[src/rtl/switch_debouncer_pkg.sv]
// Shared constants, channel state type and helpers
// for the Basys3 switch/button debouncer.
package switch_debouncer_pkg;

  localparam int CLK_HZ        = 100_000_000;
  localparam int DEBOUNCE_10MS = 1_000_000;
  localparam int DEBOUNCE_SIM  = 4;

  localparam int STABLE_MIN = 2;
  localparam int STABLE_MAX = 2 ** 24;

  // A channel is either holding its level or counting
  // consecutive mismatching samples; the counter encodes it.
  typedef enum logic {
    CH_STABLE   = 1'b0,
    CH_SETTLING = 1'b1
  } ch_state_e;

  // Counter width; clamped so an illegal setting still
  // elaborates far enough to report the range error.
  function automatic int cnt_width(input int n);
    return (n < STABLE_MIN) ? 1 : $clog2(n);
  endfunction

  function automatic ch_state_e ch_state_of(input logic settling);
    return settling ? CH_SETTLING : CH_STABLE;
  endfunction

endpackage

[src/rtl/debounce_channel.sv]
// Single-bit debouncer: 2-flop synchroniser, settle
// counter, registered level and one-cycle edge strobes.
module debounce_channel
  import switch_debouncer_pkg::*;
#(
  parameter int STABLE_CYCLES = DEBOUNCE_10MS,
  parameter int CNT_W         = cnt_width(STABLE_CYCLES)
) (
  input  logic clk,
  input  logic rst,
  input  logic raw,
  output logic q,
  output logic rise,
  output logic fall
);

  localparam logic [CNT_W-1:0] CNT_ONE  = CNT_W'(1);
  localparam logic [CNT_W-1:0] CNT_LAST = CNT_W'(STABLE_CYCLES - 1);

  logic             s1_q, s1_d;
  logic             s2_q, s2_d;
  logic [CNT_W-1:0] cnt_q, cnt_d;
  logic             q_q, q_d;
  logic             rise_q, rise_d;
  logic             fall_q, fall_d;
  ch_state_e        state;

  assign state = ch_state_of(cnt_q != '0);

  // Next-state: sync pipeline, settle counting, accept/reject.
  always_comb begin
    s1_d   = raw;
    s2_d   = s1_q;
    cnt_d  = cnt_q;
    q_d    = q_q;
    rise_d = 1'b0;
    fall_d = 1'b0;
    unique case (state)
      CH_STABLE: begin
        if (s2_q != q_q) cnt_d = CNT_ONE;
      end
      CH_SETTLING: begin
        if (s2_q == q_q) begin
          cnt_d = '0;
        end else if (cnt_q == CNT_LAST) begin
          q_d    = s2_q;
          cnt_d  = '0;
          rise_d = s2_q;
          fall_d = ~s2_q;
        end else begin
          cnt_d = cnt_q + CNT_ONE;
        end
      end
    endcase
  end

  // State registers; async reset clears everything.
  always_ff @(posedge clk or posedge rst) begin
    if (rst) begin
      s1_q   <= 1'b0;
      s2_q   <= 1'b0;
      cnt_q  <= '0;
      q_q    <= 1'b0;
      rise_q <= 1'b0;
      fall_q <= 1'b0;
    end else begin
      s1_q   <= s1_d;
      s2_q   <= s2_d;
      cnt_q  <= cnt_d;
      q_q    <= q_d;
      rise_q <= rise_d;
      fall_q <= fall_d;
    end
  end

  assign q    = q_q;
  assign rise = rise_q;
  assign fall = fall_q;

endmodule

[src/rtl/switch_debouncer.sv]
// Debounces WIDTH raw switch/button inputs; each channel
// is an independent debounce_channel.
module switch_debouncer
  import switch_debouncer_pkg::*;
#(
  parameter int WIDTH         = 2,
  parameter int STABLE_CYCLES = DEBOUNCE_10MS
) (
  input  logic             CLK,
  input  logic             RST,
  input  logic [WIDTH-1:0] RAW,
  output logic [WIDTH-1:0] Q,
  output logic [WIDTH-1:0] RISE,
  output logic [WIDTH-1:0] FALL
);

  localparam int CNT_W = cnt_width(STABLE_CYCLES);

  if (STABLE_CYCLES < STABLE_MIN || STABLE_CYCLES > STABLE_MAX)
  begin : g_bad_stable
    $error("switch_debouncer: STABLE_CYCLES %0d out of range",
           STABLE_CYCLES);
  end

  if (WIDTH < 1) begin : g_bad_width
    $error("switch_debouncer: WIDTH must be at least 1");
  end

  for (genvar i = 0; i < WIDTH; i++) begin : g_ch
    debounce_channel #(
      .STABLE_CYCLES(STABLE_CYCLES),
      .CNT_W        (CNT_W)
    ) u_ch (
      .clk (CLK),
      .rst (RST),
      .raw (RAW[i]),
      .q   (Q[i]),
      .rise(RISE[i]),
      .fall(FALL[i])
    );
  end

endmodule
[config.mk]
export PLATFORM = sky130hd
export DESIGN_NAME = switch_debouncer
export DESIGN_NICKNAME = d
export VERILOG_FILES = /design/src/rtl/switch_debouncer_pkg.sv /design/src/rtl/debounce_channel.sv /design/src/rtl/switch_debouncer.sv
export SDC_FILE = /design/constraint.sdc
export NUM_CORES = 1
export LEC_CHECK = 0
export CAP_MARGIN = 20
export CORE_MARGIN = 5
export CORE_UTILIZATION = 25
export DETAILED_ROUTE_END_ITERATION = 16
export GPL_TIMING_DRIVEN = 0
export PLACE_DENSITY = 0.4
export SYNTH_ARGS = -nofsm -noshare
export SYNTH_HDL_FRONTEND = slang
export SYNTH_SLANG_ARGS = --single-unit
export TNS_END_PERCENT = 1
[constraint.sdc]
create_clock -name CLK -period 2.3 [get_ports CLK]
set_input_delay 0.46 -clock CLK [delete_from_list [all_inputs] [get_ports CLK]]
set_output_delay 0.46 -clock CLK [all_outputs]
set_load 0.05 [all_outputs]
==> impl_metrics.tcl <==
set metrics [dict create \
    final_max_slew_viol_count 0 \
    grt_pass1_vias 2069 \
    drt_pass1_iterations 4 \
    ys_ff_latch 50 \
    synth_top_area_share_pct 48.2 \
    crit_required_ns 2.51 \
    viasPerCell 4.86 \
    final_hold_viol_count 0 \
    core_um2 10200 \
    status "complete, no violations" \
    diodes 0 \
    drt_iter0_drc 96 \
    ant_nets 0 \
    clockBufferDepth 2 \
    startpoint "g_ch[1].u_ch.cnt_q[1]$_DFFE_PP0P_" \
    power-per-cell-area_nw_per_um2 623 \
    num_io_pins 10 \
    ys.warnings.count 0 \
    die_x_um 112 \
    cp-endpoint "g_ch[1].u_ch.cnt_q[18]$_DFFE_PP0P_" \
    area_delta_synth_final_pct 16.4 \
    drcViolationCount 0 \
    crit_arrival_ns 2.46 \
    async_flop_share_pct 100 \
    critPathLaunchType "flop" \
    placed_cells 405 \
    met3_length_um 166 \
    drt_wl_total_um 5900 \
    ir_worst_vdd_uv 310 \
    leakage_nw 1.13 \
    antenna_found_initial 0 \
    layout-drive-gt1-share_pct 14.6 \
    maxCapViolations 0 \
    cts.sinks 50 \
    place_congestion 0.737 \
    initial_core_util_pct 25.4 \
    max_freq_ghz 0.444 \
    hold_depth 0 \
    tritoncts "yes" \
    wl_per_cell_um 14.2 \
    synthDistinctLibCells 34 \
    h-tree-depth 2 \
    cp_max_fo 7 \
    overflow 0 \
    yosys.cell_count.top_type "dfrtp_1" \
    grt_pass1_wl_um 10500 \
    syn-num-nets 267 \
    io_buffers 9 \
    reg2reg_depth 6 \
    cp-end-kind "flop" \
    rsz0062_at_grt "yes" \
    rr_startpoint "g_ch[1].u_ch.cnt_q[1]$_DFFE_PP0P_" \
    setup_ws_ns 0.0457 \
    yosysSeqAreaShare_pct 48.2 \
    slew_headroom_pct 63.3 \
    dp_slack_ns -0.178 \
    holdCritStartpoint "g_ch[1].u_ch.s1_q$_DFF_PP0_" \
    period_share_pct 98.0 \
    die_h_um 112 \
    finalNonFillerCells 416 \
    grt_max_degree 39 \
    wl_met2_um 2440 \
    reg2reg_to "g_ch[1].u_ch.cnt_q[18]$_DFFE_PP0P_" \
    setup_violations 0 \
    die_area_um2 12500 \
    postCtsHoldBufs 0 \
    clk_latency_ns 0.30 \
    synth_area_um2 2600 \
    fin_skew_ns 0.00922 \
    root_buffer "clkbuf_8" \
    tightest_slew_ns 0.551 \
    fin_nets 287 \
    grt.total_usage_pct 10.0 \
    clk_pin_slew_worst_paths_ns 0.09 \
    route.vias.total 2022 \
    min_path_type "flop to flop" \
    avgSynthCellArea_um2 10.0 \
    highest_layer "met4" \
    synth_edf_count 0 \
    wl_met1_um 3220 \
    synthTopCellsByCount "dfrtp_1, nor3_1, nand3_1, xnor2_1" \
    period_needed_ns 2.25 \
    yosys.area.top_type "dfrtp_1" \
    synth_top_cells_by_area "dfrtp_1, nor3_1, xnor2_1" \
    worstSetupPathType "flop to flop" \
    synth_ff_type "dfrtp_1" \
    numCtsBuffers 5 \
    dp_hpwl_um 4030 \
    r2r_slack_ns 0.05 \
    synthCells 259 \
    rows 37 \
]
cell usage in the layout (no fill, tap or decap), drive strengths merged:
master	count
a211oi	11
a21oi	2
and3	2
and4	5
buf	13
clkbuf	13
clkdlybuf4s50	9
clkinv	1
dfrtp	50
ha	4
inv	11
mux2	3
nand2	12
nand3	16
nand4	10
nor2	8
nor3	29
nor3b	1
nor4	11
nor4b	2
o21ai	7
o22ai	1
o311a	1
o31ai	9
or2	3
or3	10
or4	9
xnor2	15
xor2	12
worst max-delay path: stages, from the launching register on:
cell,delay (ns)
dfrtp_1,0.44
ha_2,0.27
nand2_1,0.09
or4_1,0.46
buf_2,0.18
or4_1,0.47
a211oi_1,0.24
timing repair:
| action | in CTS | in global routing |
|---|---|---|
| pin swaps | 1 | 1 |
| gates cloned | 0 | 0 |
| buffers inserted | 0 | 3 |
| setup endpoints to repair | 22 | 37 |
| gates resized for setup | 6 | 10 |
layout make-up:
cell class,instances,area [um^2]
multi-input cells,183,1240
clock inverters,1,5.00
flip-flops and latches,50,1250
inverters,11,41.3
fillers,1086,7210
plain buffers,15,95.1
repair buffers,13,133
clock buffers,7,86.3
well taps,136,170
worst min path at each step:
stage                             endpoint  slack (ns)
6_report       g_ch[1].u_ch.s2_q$_DFF_PP0_        0.36
5_1_grt        g_ch[1].u_ch.s2_q$_DFF_PP0_        0.37
4_1_cts        g_ch[1].u_ch.s2_q$_DFF_PP0_        0.37
3_5_place_dp   g_ch[1].u_ch.s2_q$_DFF_PP0_        0.34
3_3_place_gp   g_ch[1].u_ch.s2_q$_DFF_PP0_        0.33
2_1_floorplan  g_ch[0].u_ch.s2_q$_DFF_PP0_        0.33
through the flow:
stage	instance area [um^2]	TNS, ns	utilization (%)	total power, W	hold WS, ns
3_5_place_dp	2880	-3.38	28.1	0.00134	0.341
3_3_place_gp	2860	-28.98	27.9	0.00135	0.335
6_report	3020	0	29.5	0.00188	0.363
2_1_floorplan	2600	0	-	0.00123	0.331
4_1_cts	2990	0	29.3	0.00191	0.365
5_1_grt	3020	-0.314	29.5	0.00200	0.374
power by group:
part	internal, W	switching (W)	total, W	leakage (nW)
registers	0.000922	0.0000626	0.000984	0.679
logic	0.000136	0.000230	0.000366	0.406
clock network	0.000244	0.000290	0.000533	0.0482
sequential cells by signal (all words and copies together), names as in the netlist:
register         flops
g_ch.u_ch.rise       2
g_ch.u_ch.q          2
g_ch.u_ch.s2_q       2
g_ch.u_ch.fall       2
g_ch.u_ch.cnt_q     40
g_ch.u_ch.s1_q       2
cell families after synthesis:
family                   synth area share (%)
multiplexers                             1.30
AND/OR/NAND/NOR                          26.4
XOR/XNOR                                 9.10
AO/OA/AOI/OAI                            8.33
buffers and inverters                    4.72
adder cells (fa/ha/maj)                  1.93
flip-flops                               48.2
metal layers:
| metal | global-route usage [%] | vias up |
|---|---|---|
| met5 | 0 | - |
| met4 | 2.72 | 0 |
| met3 | 1.90 | 5 |
| met2 | 14.3 | 36 |
| met1 | 15.4 | 984 |
| li1 | - | 997 |
No activity file was read; power rests on OpenSTA's default activity.
